$ cat config.mk
export PLATFORM = sky130hd
export DESIGN_NAME = mac_accumulator
export DESIGN_NICKNAME = d
export VERILOG_FILES = /design/src/rtl/mac_accumulator.sv
export SDC_FILE = /design/constraint.sdc
export NUM_CORES = 1
export LEC_CHECK = 0
export ABC_AREA = 1
export CAP_MARGIN = 20
export CORE_MARGIN = 10
export CORE_UTILIZATION = 46
export CTS_CLUSTER_SIZE = 28
export DETAILED_ROUTE_END_ITERATION = 12
export PLACE_DENSITY = 0.74
export SLEW_MARGIN = 10
export SYNTH_ARGS = -nofsm -noshare
export SYNTH_HDL_FRONTEND = slang
export SYNTH_SLANG_ARGS = --single-unit
$ cat constraint.sdc
create_clock -name clk -period 8.9 [get_ports clk]
set_clock_uncertainty 0.05 [all_clocks]
set_input_delay 1.78 -clock clk [delete_from_list [all_inputs] [get_ports clk]]
set_output_delay 1.78 -clock clk [all_outputs]
set_load 0.02 [all_outputs]
$ cat src/rtl/mac_accumulator.sv
// mac_accumulator: signed multiply-accumulate of TAPS operand pairs per result, with a valid/ready handshake on both sides.
// Ports: clk, rst (sync, active-high); start/sel_in begin a job and latch the normalizer select;
// in_valid/in_ready/in_data/in_weight carry operand beats; out_valid/out_ready/out_sum/out_sel carry the result;
// busy is high whenever the block is not idle.
// Build option: define MAC_SAT_EN to clamp the wide accumulator into out_sum instead of wrapping.
module mac_accumulator #(
   parameter int BIT  = 8,
   parameter int TAPS = 9
) (
   input  logic                  clk,
   input  logic                  rst,
   input  logic                  start,
   input  logic [1:0]            sel_in,
   input  logic                  in_valid,
   input  logic signed [BIT-1:0] in_data,
   input  logic signed [BIT-1:0] in_weight,
   output logic                  in_ready,
   output logic signed [2*BIT-1:0] out_sum,
   output logic [1:0]            out_sel,
   output logic                  out_valid,
   input  logic                  out_ready,
   output logic                  busy
);
   localparam int AW = 2*BIT + $clog2(TAPS);
   localparam int CW = $clog2(TAPS+1);
   typedef enum logic [1:0] {IDLE, ACC, DONE} state_t;
   state_t state_q, state_d;
   logic signed [AW-1:0] acc_q, acc_d;
   logic [CW-1:0] cnt_q, cnt_d;
   logic [1:0] sel_q, sel_d;
   logic signed [2*BIT-1:0] prod;
   assign prod = (2*BIT)'(in_data) * (2*BIT)'(in_weight);
   always_comb begin
      state_d = state_q;
      acc_d = acc_q;
      cnt_d = cnt_q;
      sel_d = sel_q;
      case (state_q)
         IDLE: if (start) begin
            acc_d = '0;
            cnt_d = '0;
            sel_d = sel_in;
            state_d = ACC;
         end
         ACC: if (in_valid) begin
            acc_d = acc_q + AW'(prod);
            cnt_d = cnt_q + 1'b1;
            state_d = (cnt_q == CW'(TAPS-1)) ? DONE : ACC;
         end
         DONE: state_d = out_ready ? IDLE : DONE;
         default: state_d = IDLE;
      endcase
   end
   always_ff @(posedge clk) begin
      if (rst) begin
         state_q <= IDLE;
         acc_q <= '0;
         cnt_q <= '0;
         sel_q <= '0;
      end else begin
         state_q <= state_d;
         acc_q <= acc_d;
         cnt_q <= cnt_d;
         sel_q <= sel_d;
      end
   end
   assign in_ready = state_q == ACC;
   assign out_valid = state_q == DONE;
   assign busy = state_q != IDLE;
   assign out_sel = sel_q;
`ifdef MAC_SAT_EN
   localparam logic signed [AW-1:0] MAXV = {{(AW-2*BIT+1){1'b0}}, {(2*BIT-1){1'b1}}};
   localparam logic signed [AW-1:0] MINV = {{(AW-2*BIT+1){1'b1}}, {(2*BIT-1){1'b0}}};
   assign out_sum = (acc_q > MAXV) ? MAXV[2*BIT-1:0] : (acc_q < MINV) ? MINV[2*BIT-1:0] : acc_q[2*BIT-1:0];
`else
   assign out_sum = acc_q[2*BIT-1:0];
`endif
endmodule

==> flow_summary_export.csv, run 1 <==
group,metric,value,unit
run_status,outcome,"finished, final reports clean",
setup_path,reg2reg_depth,18,
clock_network,htree_num_levels,1,
floorplanning,core,0.00876,mm²
setup_path,worstSetupPathType,"input pin to flip-flop",
layout,drive_gt1_share,3.47,%
place,hpwlAfterDp,7.90,mm
layout,fill_cells,813,
routing,wl_met2,4.65,mm
routing,met3_length,232,µm
yosys,netlist_area,0.00417,mm²
setup_path,crit_buf_inv,4,
global_routing,grt_pass1_vias,3523,
yosys,async_flop_share,0,%
floorplanning,dieHeight,115,µm
place,post-place-ws,1870,ps
timing,rsz0062_at_grt,"false",
yosys,synth_seq_cells,24,
global_routing,grt_max_degree,26,
routing,routedWlPerCell,13.2,µm
power,p_sw,0.828,mW
timing,hold_viol,0,
yosys,syn_avg_cell_area,7.62,µm²
power,finalPower,1.50,mW
floorplanning,ios,44,
yosys,ys_types,28,
setup_path,cp_common_cell,"fa_1",
flow_run,max_cap_violations,0,
floorplanning,die_width,115,µm
power,p_leak,2.60,nW
yosys,synth.net_count,681,
floorplanning,start_util,47.6,%
power,max-vdd-ir-drop,162,µV
routing,routed_via_density,4.88,
clock_network,tritoncts,"built",
global_routing,gr-total-overflow,0,
timing,layout_setup_ws,2130,ps
routing,drcViolationCount,0,
layout,syn_to_final_growth,12.9,%
clock_network,clk_latency,270,ps
routing,routed_wl,9.04,mm
layout,fin_util,53.8,%
power,power_density,317,mW/mm²
power,combinationalPowerShare,84.9,%
timing,finalCritPeriodShare,76.0,%
routing,routedLengthMet1,4.06,mm
timing,finalCriticalPeriod,6770,ps
timing,slew_violations,0,
routing,highest_layer,"met4",
routing,ant_nets,0,
yosys,synth_edf_count,0,
clock_network,cts_buffers,3,
layout,nNetsFinal,710,
worst_hold_path,worst_hold_path.endpoint,"out_sel[0]",
clock_network,cts.sink_count,24,
timing,tightestPinTransition,995,ps
place,portBuffers,43,
layout,diodes,0,
global_routing,antenna_found_initial,0,
timing,relSlewSlack,33.5,%
setup_path,crit_family,"adder cells",
routing,dr.pass1.iters,4,
setup_path,reg2reg_from,"acc_q[6]",
clock_network,postCtsSetupBuffers,0,
setup_path,r2r_setup_slack,4360,ps
routing,initialDrtViolationCount,179,
setup_path,cp.required,8960,ps
floorplanning,die-area,0.0133,mm²
setup_path,path_max_fanout,9,
timing,tns,0,ps
power,swShare,55.4,%
power,seqPwrFrac,10.1,%
global_routing,grt_use_total,14.1,%
setup_path,crit_chain,"clkdlybuf4s50_1 -> clkinv_1 -> or2_2 -> fa_1 -> fa_1 -> inv_1 -> fa_1 -> fa_1 -> fa_1 -> ha_1 -> inv_1 -> nor3_1 -> nand2_1 -> nand2_1 -> a21oi_1 -> or2_0 -> nand3_1 -> a21oi_1",
yosys,synth_flop_cell,"dfxtp_1",
setup_path,end_kind,"flip-flop",
setup_path,cp-start-kind,"input pin",
worst_hold_path,holdCritPathClass,"flip-flop to flip-flop",
yosys,ys_seq_area_share,11.5,%
clock_network,cts_resized,0,
setup_path,r2r-end,"acc_q[13]",
layout,final_cell_mix,"149 x inv_1, 129 x nand2_1, 71 x fa_1",
clock_network,cts_root_buffer,"clkbuf_8",
clock_network,clock_path_buffers,2,
timing,finalSetupViolCount,0,
worst_hold_path,min_path_cells,2,
yosys,synthCells,548,
clock_network,clk_pin_slew,80,ps
global_routing,grt_pass1_wl,15.8,mm
floorplanning,placementRows,34,
routing,via_count,3338,
timing,timing.fmax,148,MHz
setup_path,arrival,6830,ps
power,power.share.clock,5.0,%
power,internal_power,0.668,mW
clock_network,cts_hold_buffers,0,
layout,final_common_cell,"inv_1",
place,gp_congestion,0.889,
setup_path,max_stage_delay,590,ps
yosys,synth_warnings,0,
worst_hold_path,min_from,"out_sel[0]",
setup_path,cpMaxStageDelayCell,"fa_1",
-- worst register-to-register path, cell delays in order, from the launching register on --
cell	delay, ps
dfxtp_1	400
inv_1	80
fa_1	530
inv_1	50
fa_1	490
inv_1	50
fa_1	480
inv_1	70
fa_1	430
fa_1	440
ha_1	370
inv_1	70
nor3_1	250
nand2_1	90
nand2_1	110
a21oi_1	80
or2_0	210
nand3_1	70
a21oi_1	60
-- area by class of cell --
type                    instances  area [µm²]  area share (%)
clock buffers                   4        55.1            1.17
inverters                     153         577            12.2
multi-input cells             352        3040            64.4
flip-flops and latches         24         480            10.2
well taps                     108         135            2.87
repair buffers                 43         430            9.13
-- worst max path at each step --
stage	from	endpoint	slack (ps)	cells after the start
after floorplan	in_weight[7]	acc_q[13]	2750	17
after global placement	in_weight[7]	acc_q[13]	1960	18
after detailed placement	in_weight[7]	acc_q[13]	1870	18
after CTS	in_weight[7]	acc_q[13]	2110	18
after global routing	in_weight[7]	acc_q[13]	1860	18
final	in_weight[7]	acc_q[13]	2130	18
-- Yosys cell counts, types with 4 or more instances --
master	number	area, µm²
inv_1	149	559
nand2_1	129	484
fa_1	71	1420
ha_1	39	488
a21oi_1	29	145
dfxtp_1	24	480
nor2_1	22	82.6
nand3_1	20	100
clkbuf_1	17	63.8
o21ai_0	8	40.0
nor3_1	7	35.0
a211oi_2	5	62.6
or2_2	4	25.0
-- cells by family after synthesis --
group / count (synthesis) / synth area share, %
simple gates: 191 / 19.5
buf+inv: 172 / 15.7
fa+ha+maj: 110 / 45.7
compound gates: 51 / 7.52
flops: 24 / 11.5
-- state kept, by name, indices dropped and copies added, names as in the netlist --
signal,count
state_q,2
acc_q,16
out_sel,2
cnt_q,4
-- metrics by stage --
stage / cell area, µm² / hold WS (ps) / cells
6_report: 4710 / 428 / 684
5_1_grt: 4710 / 452 / 684
3_3_place_gp: 4660 / 402 / 680
4_1_cts: 4710 / 429 / 684
3_5_place_dp: 4660 / 413 / 680
2_1_floorplan: 4170 / 427 / 548
-- layer usage --
metal / vias up / track usage, %
met5: - / 0
met4: 0 / 3.63
met3: 8 / 1.61
met2: 59 / 25.0
met1: 1600 / 17.6
li1: 1671 / -
-- power groups by stage --
stage,logic (mW),registers [mW],clock network (mW)
2_1_floorplan,0.943,0.172,0
3_3_place_gp,1.22,0.155,0
3_5_place_dp,1.26,0.155,0
4_1_cts,1.27,0.152,0.0773
5_1_grt,1.45,0.156,0.0828
6_report,1.27,0.151,0.0747
Note: power is estimated with default switching activity, not from simulation.
==> inputs of run 2 (changes only) <==
Clock period 8.9 ns to 6.25 ns, I/O delays scaled along.
==> run 2 against run 1 <==
Compared with the run above:
- setup slack got worse by 1800 ps
- final area up 2.9%
- sequential cell count did not move
- total power is 45% higher
- critical path type unchanged
- critical endpoint unchanged
- highest routed layer unchanged
==> flow_summary_export.csv, run 2 (synthesis gave the netlist of run 1 again) <==
group,metric,value,unit
routing,routedWlPerCell,13.4,µm
layout,final_cell_mix,"149 x inv_1, 129 x nand2_1, 71 x fa_1",
floorplanning,core,0.00876,mm²
run_status,outcome,"finished, final reports clean",
routing,initialDrtViolationCount,235,
setup_path,crit_start,"in_weight[7]",
setup_path,worstSetupPathType,"input pin to flip-flop",
power,power_density,448,mW/mm²
worst_hold_path,holdCritPathClass,"flip-flop to flip-flop",
layout,largest-register,"acc_q",
routing,dr.pass1.iters,4,
timing,finalCriticalPeriod,5920,ps
setup_path,path_max_fanout,3,
timing,finalCritPeriodShare,94.8,%
routing,via_count,3404,
timing,relSlewSlack,33.4,%
clock_network,clk_latency,260,ps
place,dpl.cell_count,698,
global_routing,grt_max_degree,26,
timing,timing.fmax,169,MHz
setup_path,reg2reg_depth,18,
floorplanning,ios,44,
layout,final_area,0.00485,mm²
floorplanning,die-area,0.0133,mm²
routing,ant_nets,0,
clock_network,clock_path_buffers,2,
place,portBuffers,43,
place,placed_area,0.00479,mm²
timing,hold_viol,0,
power,p_leak,2.69,nW
layout,fin_cells,702,
clock_network,cts_hold_buffers,0,
global_routing,grt_pass1_wl,16.9,mm
timing,slew_violations,0,
setup_path,cp-start-kind,"input pin",
clock_network,cts_root_buffer,"clkbuf_8",
floorplanning,die_width,115,µm
place,gp_congestion,0.936,
flow_run,max_cap_violations,0,
clock_network,htree_num_levels,1,
layout,diodes,0,
layout,fin_util,55.3,%
clock_network,cts_resized,0,
clock_network,clk_pin_slew,90,ps
timing,finalSetupViolCount,0,
global_routing,gr-total-overflow,0,
layout,syn_to_final_growth,16.2,%
global_routing,antenna_found_initial,0,
setup_path,cp.required,6320,ps
routing,routed_wl,9.43,mm
clock_network,tritoncts,"built",
timing,hold_ws,425,ps
setup_path,reg2reg_from,"acc_q[6]",
timing,rsz0062_at_grt,"false",
place,hpwlAfterDp,8.31,mm
power,max-vdd-ir-drop,276,µV
place,post-place-ws,30.5,ps
clock_network,cts.sink_count,24,
setup_path,arrival,5990,ps
worst_hold_path,min_from,"out_sel[0]",
timing,layout_setup_ws,328,ps
global_routing,grt_use_total,15.2,%
routing,drcViolationCount,0,
power,finalPower,2.17,mW
clock_network,cts_buffers,3,
setup_path,end_kind,"flip-flop",
layout,largest_reg_flops,16,
worst_hold_path,min_path_cells,2,
layout,final_common_cell,"inv_1",
layout,top_regs,"acc_q x16, cnt_q x4",
layout,nNetsFinal,728,
layout,drive_gt1_share,6.40,%
timing,tns,0,ps
clock_network,postCtsSetupBuffers,0,
floorplanning,dieHeight,115,µm
routing,routed_via_density,4.85,
floorplanning,placementRows,34,
timing,tightestPinTransition,995,ps
global_routing,grt_pass1_vias,3755,
setup_path,r2r_setup_slack,1780,ps
floorplanning,start_util,47.6,%
-- run 2: power breakdown --
| group | total [mW] | switching [mW] | internal [mW] |
|---|---|---|---|
| Sequential | 0.216 | 0.0331 | 0.183 |
| Clock | 0.110 | 0.0538 | 0.0563 |
| Combinational | 1.85 | 1.11 | 0.738 |
-- run 2: area by class of cell --
| class | instances | area (µm²) |
|---|---|---|
| multi-input cells | 352 | 3040 |
| inverters | 153 | 577 |
| well taps | 108 | 135 |
| clock buffers | 4 | 55.1 |
| fillers | 827 | 3910 |
| repair buffers | 61 | 566 |
| flip-flops and latches | 24 | 480 |
-- run 2: worst paths after layout --
kind | endpoint
max | acc_q[13]
min | out_sel[0]
max reg2reg | acc_q[13]
min reg2reg | out_sel[0]
-- run 2: worst max-delay path, stage by stage --
cell and delay [ps]:
clkdlybuf4s50_1 460, clkinv_1 100, or2_2 310, fa_1 500, fa_1 540, inv_1 60, fa_1 510, fa_1 600
fa_1 440, ha_1 340, inv_1 60, nor3_1 230, nand2_1 90, nand2_1 90, a21oi_1 80, or2_0 210
nand3_1 70, a21oi_1 60
-- run 2: routing by layer --
layer,share of wire [%],vias to the layer above,GRT usage (%)
met5,0,-,0
met4,1.4,0,4.21
met3,3.5,11,1.46
met2,53,68,27.9
met1,42,1619,18.3
li1,-,1706,-
==> inputs of run 3 (changes only) <==
Settings changed: CORE_UTILIZATION 46 to 60, CTS_BUF_LIST set to sky130_fd_sc_hd__clkbuf_8, CTS_CLUSTER_SIZE 28 to 10, PLACE_DENSITY 0.74 to 0.91.
==> run 3 against run 2 <==
Compared with the run above:
- final area shrank 0.57%
- critical path depth is 1 higher
- via count rose by 4.8%
- sequential cell count did not move
- setup slack got worse by 47 ps
- cell count is 2.1% lower
- combinational power rose by 3%
- highest routed layer unchanged
==> flow_summary_export.csv, run 3 (synthesis gave the netlist of run 1 again) <==
group,metric,value,unit
routing,dr.pass1.iters,8,
setup_path,max_stage_delay,560,ps
place,dpl.cell_count,684,
global_routing,grt_max_degree,26,
setup_path,crit_family,"adder cells",
clock_network,cts_root_buffer,"clkbuf_8",
power,swShare,55.6,%
timing,slew_violations,0,
place,post-place-ws,24.5,ps
global_routing,grt_pass1_wl,17.0,mm
power,seqPwrFrac,9.8,%
setup_path,reg2reg_depth,18,
worst_hold_path,min_from,"out_sel[0]",
power,p_leak,2.66,nW
run_status,outcome,"finished, final reports clean",
power,max-vdd-ir-drop,326,µV
layout,syn_to_final_growth,15.5,%
timing,tightestPinTransition,940,ps
clock_network,cts.sink_count,24,
clock_network,cts_resized,0,
layout,final_cell_mix,"147 x inv_1, 129 x nand2_1, 71 x fa_1",
clock_network,clk_pin_slew,90,ps
power,power_density,459,mW/mm²
setup_path,cp.required,6320,ps
global_routing,grt_use_total,20.0,%
floorplanning,ios,44,
timing,layout_setup_ws,281,ps
layout,largest_reg_flops,16,
layout,top_regs,"acc_q x16, cnt_q x4",
setup_path,crit_chain,"clkdlybuf4s50_1 -> nand2_1 -> clkinvlp_4 -> fa_1 -> inv_1 -> fa_1 -> inv_1 -> fa_1 -> fa_1 -> ha_1 -> ha_1 -> inv_1 -> o21ai_0 -> a21oi_1 -> nand2_1 -> nor2_1 -> nand3_1 -> nand3_1 -> a21oi_1",
setup_path,arrival,6040,ps
place,placed_area,0.00476,mm²
timing,tns,0,ps
setup_path,worstSetupPathType,"input pin to flip-flop",
place,portBuffers,43,
power,power.share.clock,4.2,%
layout,drive_gt1_share,6.60,%
clock_network,cts_hold_buffers,0,
setup_path,end_kind,"flip-flop",
setup_path,reg2reg_from,"acc_q[6]",
worst_hold_path,min_path_cells,2,
layout,fill_cells,515,
floorplanning,die-area,0.0107,mm²
clock_network,clk_latency,260,ps
routing,via_count,3567,
worst_hold_path,holdCritPathClass,"flip-flop to flip-flop",
place,gp_congestion,0.889,
timing,rsz0062_at_grt,"false",
routing,routed_via_density,5.19,
setup_path,cp_num_cells,19,
global_routing,grt_pass1_vias,3773,
layout,register_area,480,µm²
layout,multiInputGateArea,0.00305,mm²
routing,routedWlPerCell,14.3,µm
layout,fin_cells,687,
setup_path,cp_common_cell,"fa_1",
layout,final_area,0.00482,mm²
timing,finalCritPeriodShare,95.5,%
layout,largest-register,"acc_q",
timing,finalSetupViolCount,0,
power,p_sw,1.23,mW
routing,initialDrtViolationCount,245,
timing,hold_viol,0,
worst_hold_path,worst_hold_path.endpoint,"out_sel[0]",
clock_network,htree_num_levels,1,
layout,nNetsFinal,726,
setup_path,cpMaxStageDelayCell,"clkdlybuf4s50_1",
timing,finalCriticalPeriod,5970,ps
global_routing,gr-total-overflow,0,
setup_path,r2r_setup_slack,1760,ps
clock_network,clock_path_buffers,2,
floorplanning,start_util,61.4,%
setup_path,r2r-end,"acc_q[13]",
layout,final_common_cell,"inv_1",
flow_run,max_cap_violations,0,
place,hpwlAfterDp,8.47,mm
routing,ant_nets,0,
setup_path,cp-start-kind,"input pin",
clock_network,cts_buffers,3,
timing,relSlewSlack,37.1,%
setup_path,path_max_fanout,8,
floorplanning,dieHeight,103,µm
layout,diodes,0,
floorplanning,die_width,103,µm
routing,routed_wl,9.80,mm
setup_path,crit_buf_inv,5,
power,combinationalPowerShare,86.0,%
clock_network,postCtsSetupBuffers,0,
floorplanning,core,0.00679,mm²
floorplanning,placementRows,30,
timing,timing.fmax,168,MHz
clock_network,tritoncts,"built",
power,internal_power,0.983,mW
global_routing,antenna_found_initial,0,
routing,drcViolationCount,0,
==> run 3: cell types whose count changed in the layout (fill, tap and decap cells not counted) <==
cell,delta
a21oi_2,+1
a21oi_1,-1
buf_4,-2
clkinvlp_4,+2
nor3_2,+1
inv_1,-2
clkbuf_8,-1
nor3_1,-1
==> run 3: final cells by class <==
cell class,instances,share of cell area [%]
multi-input combinational,352,63.2
inverter,153,12.1
timing repair buffer,59,11.4
sequential,24,9.96
tap,96,2.49
clock buffer,3,0.856
==> run 3: worst max-delay path by stage <==
| stage | from | endpoint | slack, ps |
|---|---|---|---|
| 4_1_cts | in_weight[7] | acc_q[13] | 300 |
| 2_1_floorplan | in_weight[7] | acc_q[13] | 630 |
| 3_3_place_gp | in_weight[7] | acc_q[13] | 90 |
| 3_5_place_dp | in_weight[7] | acc_q[13] | 20 |
| 6_report | in_data[7] | acc_q[15] | 280 |
| 5_1_grt | in_weight[7] | acc_q[12] | 3 |
==> run 3: worst reg2reg max path: cells and delay by family (launching register included) <==
kind | cells | cell delay (ps)
AO/OA/AOI/OAI | 2 | 140
adder cells (fa/ha/maj) | 6 | 2780
buffers and inverters | 5 | 330
flip-flops | 1 | 400
AND/OR/NAND/NOR | 5 | 630
==> run 3: metal layers <==
layer | wire (µm) | track usage (%)
met5 | 0 | 0
met4 | 307 | 7.49
met3 | 483 | 2.46
met2 | 5190 | 36.9
met1 | 3810 | 22.9
==> run 3: power groups by stage <==
stage	clock [mW]	combinational, mW	sequential, mW
after global placement	0	1.76	0.220
after global routing	0.0976	2.19	0.221
after CTS	0.0961	1.86	0.217
after floorplan	0	1.34	0.244
final	0.0937	1.90	0.216
after detailed placement	0	1.84	0.220
==> run 3: through the flow <==
step / hold slack, ps / utilization [%] / power [mW]
3_3_place_gp: 397 / 70.1 / 1.98
6_report: 416 / 71.0 / 2.21
4_1_cts: 419 / 70.7 / 2.17
3_5_place_dp: 408 / 70.1 / 2.06
5_1_grt: 444 / 71.0 / 2.51
2_1_floorplan: 427 / - / 1.59
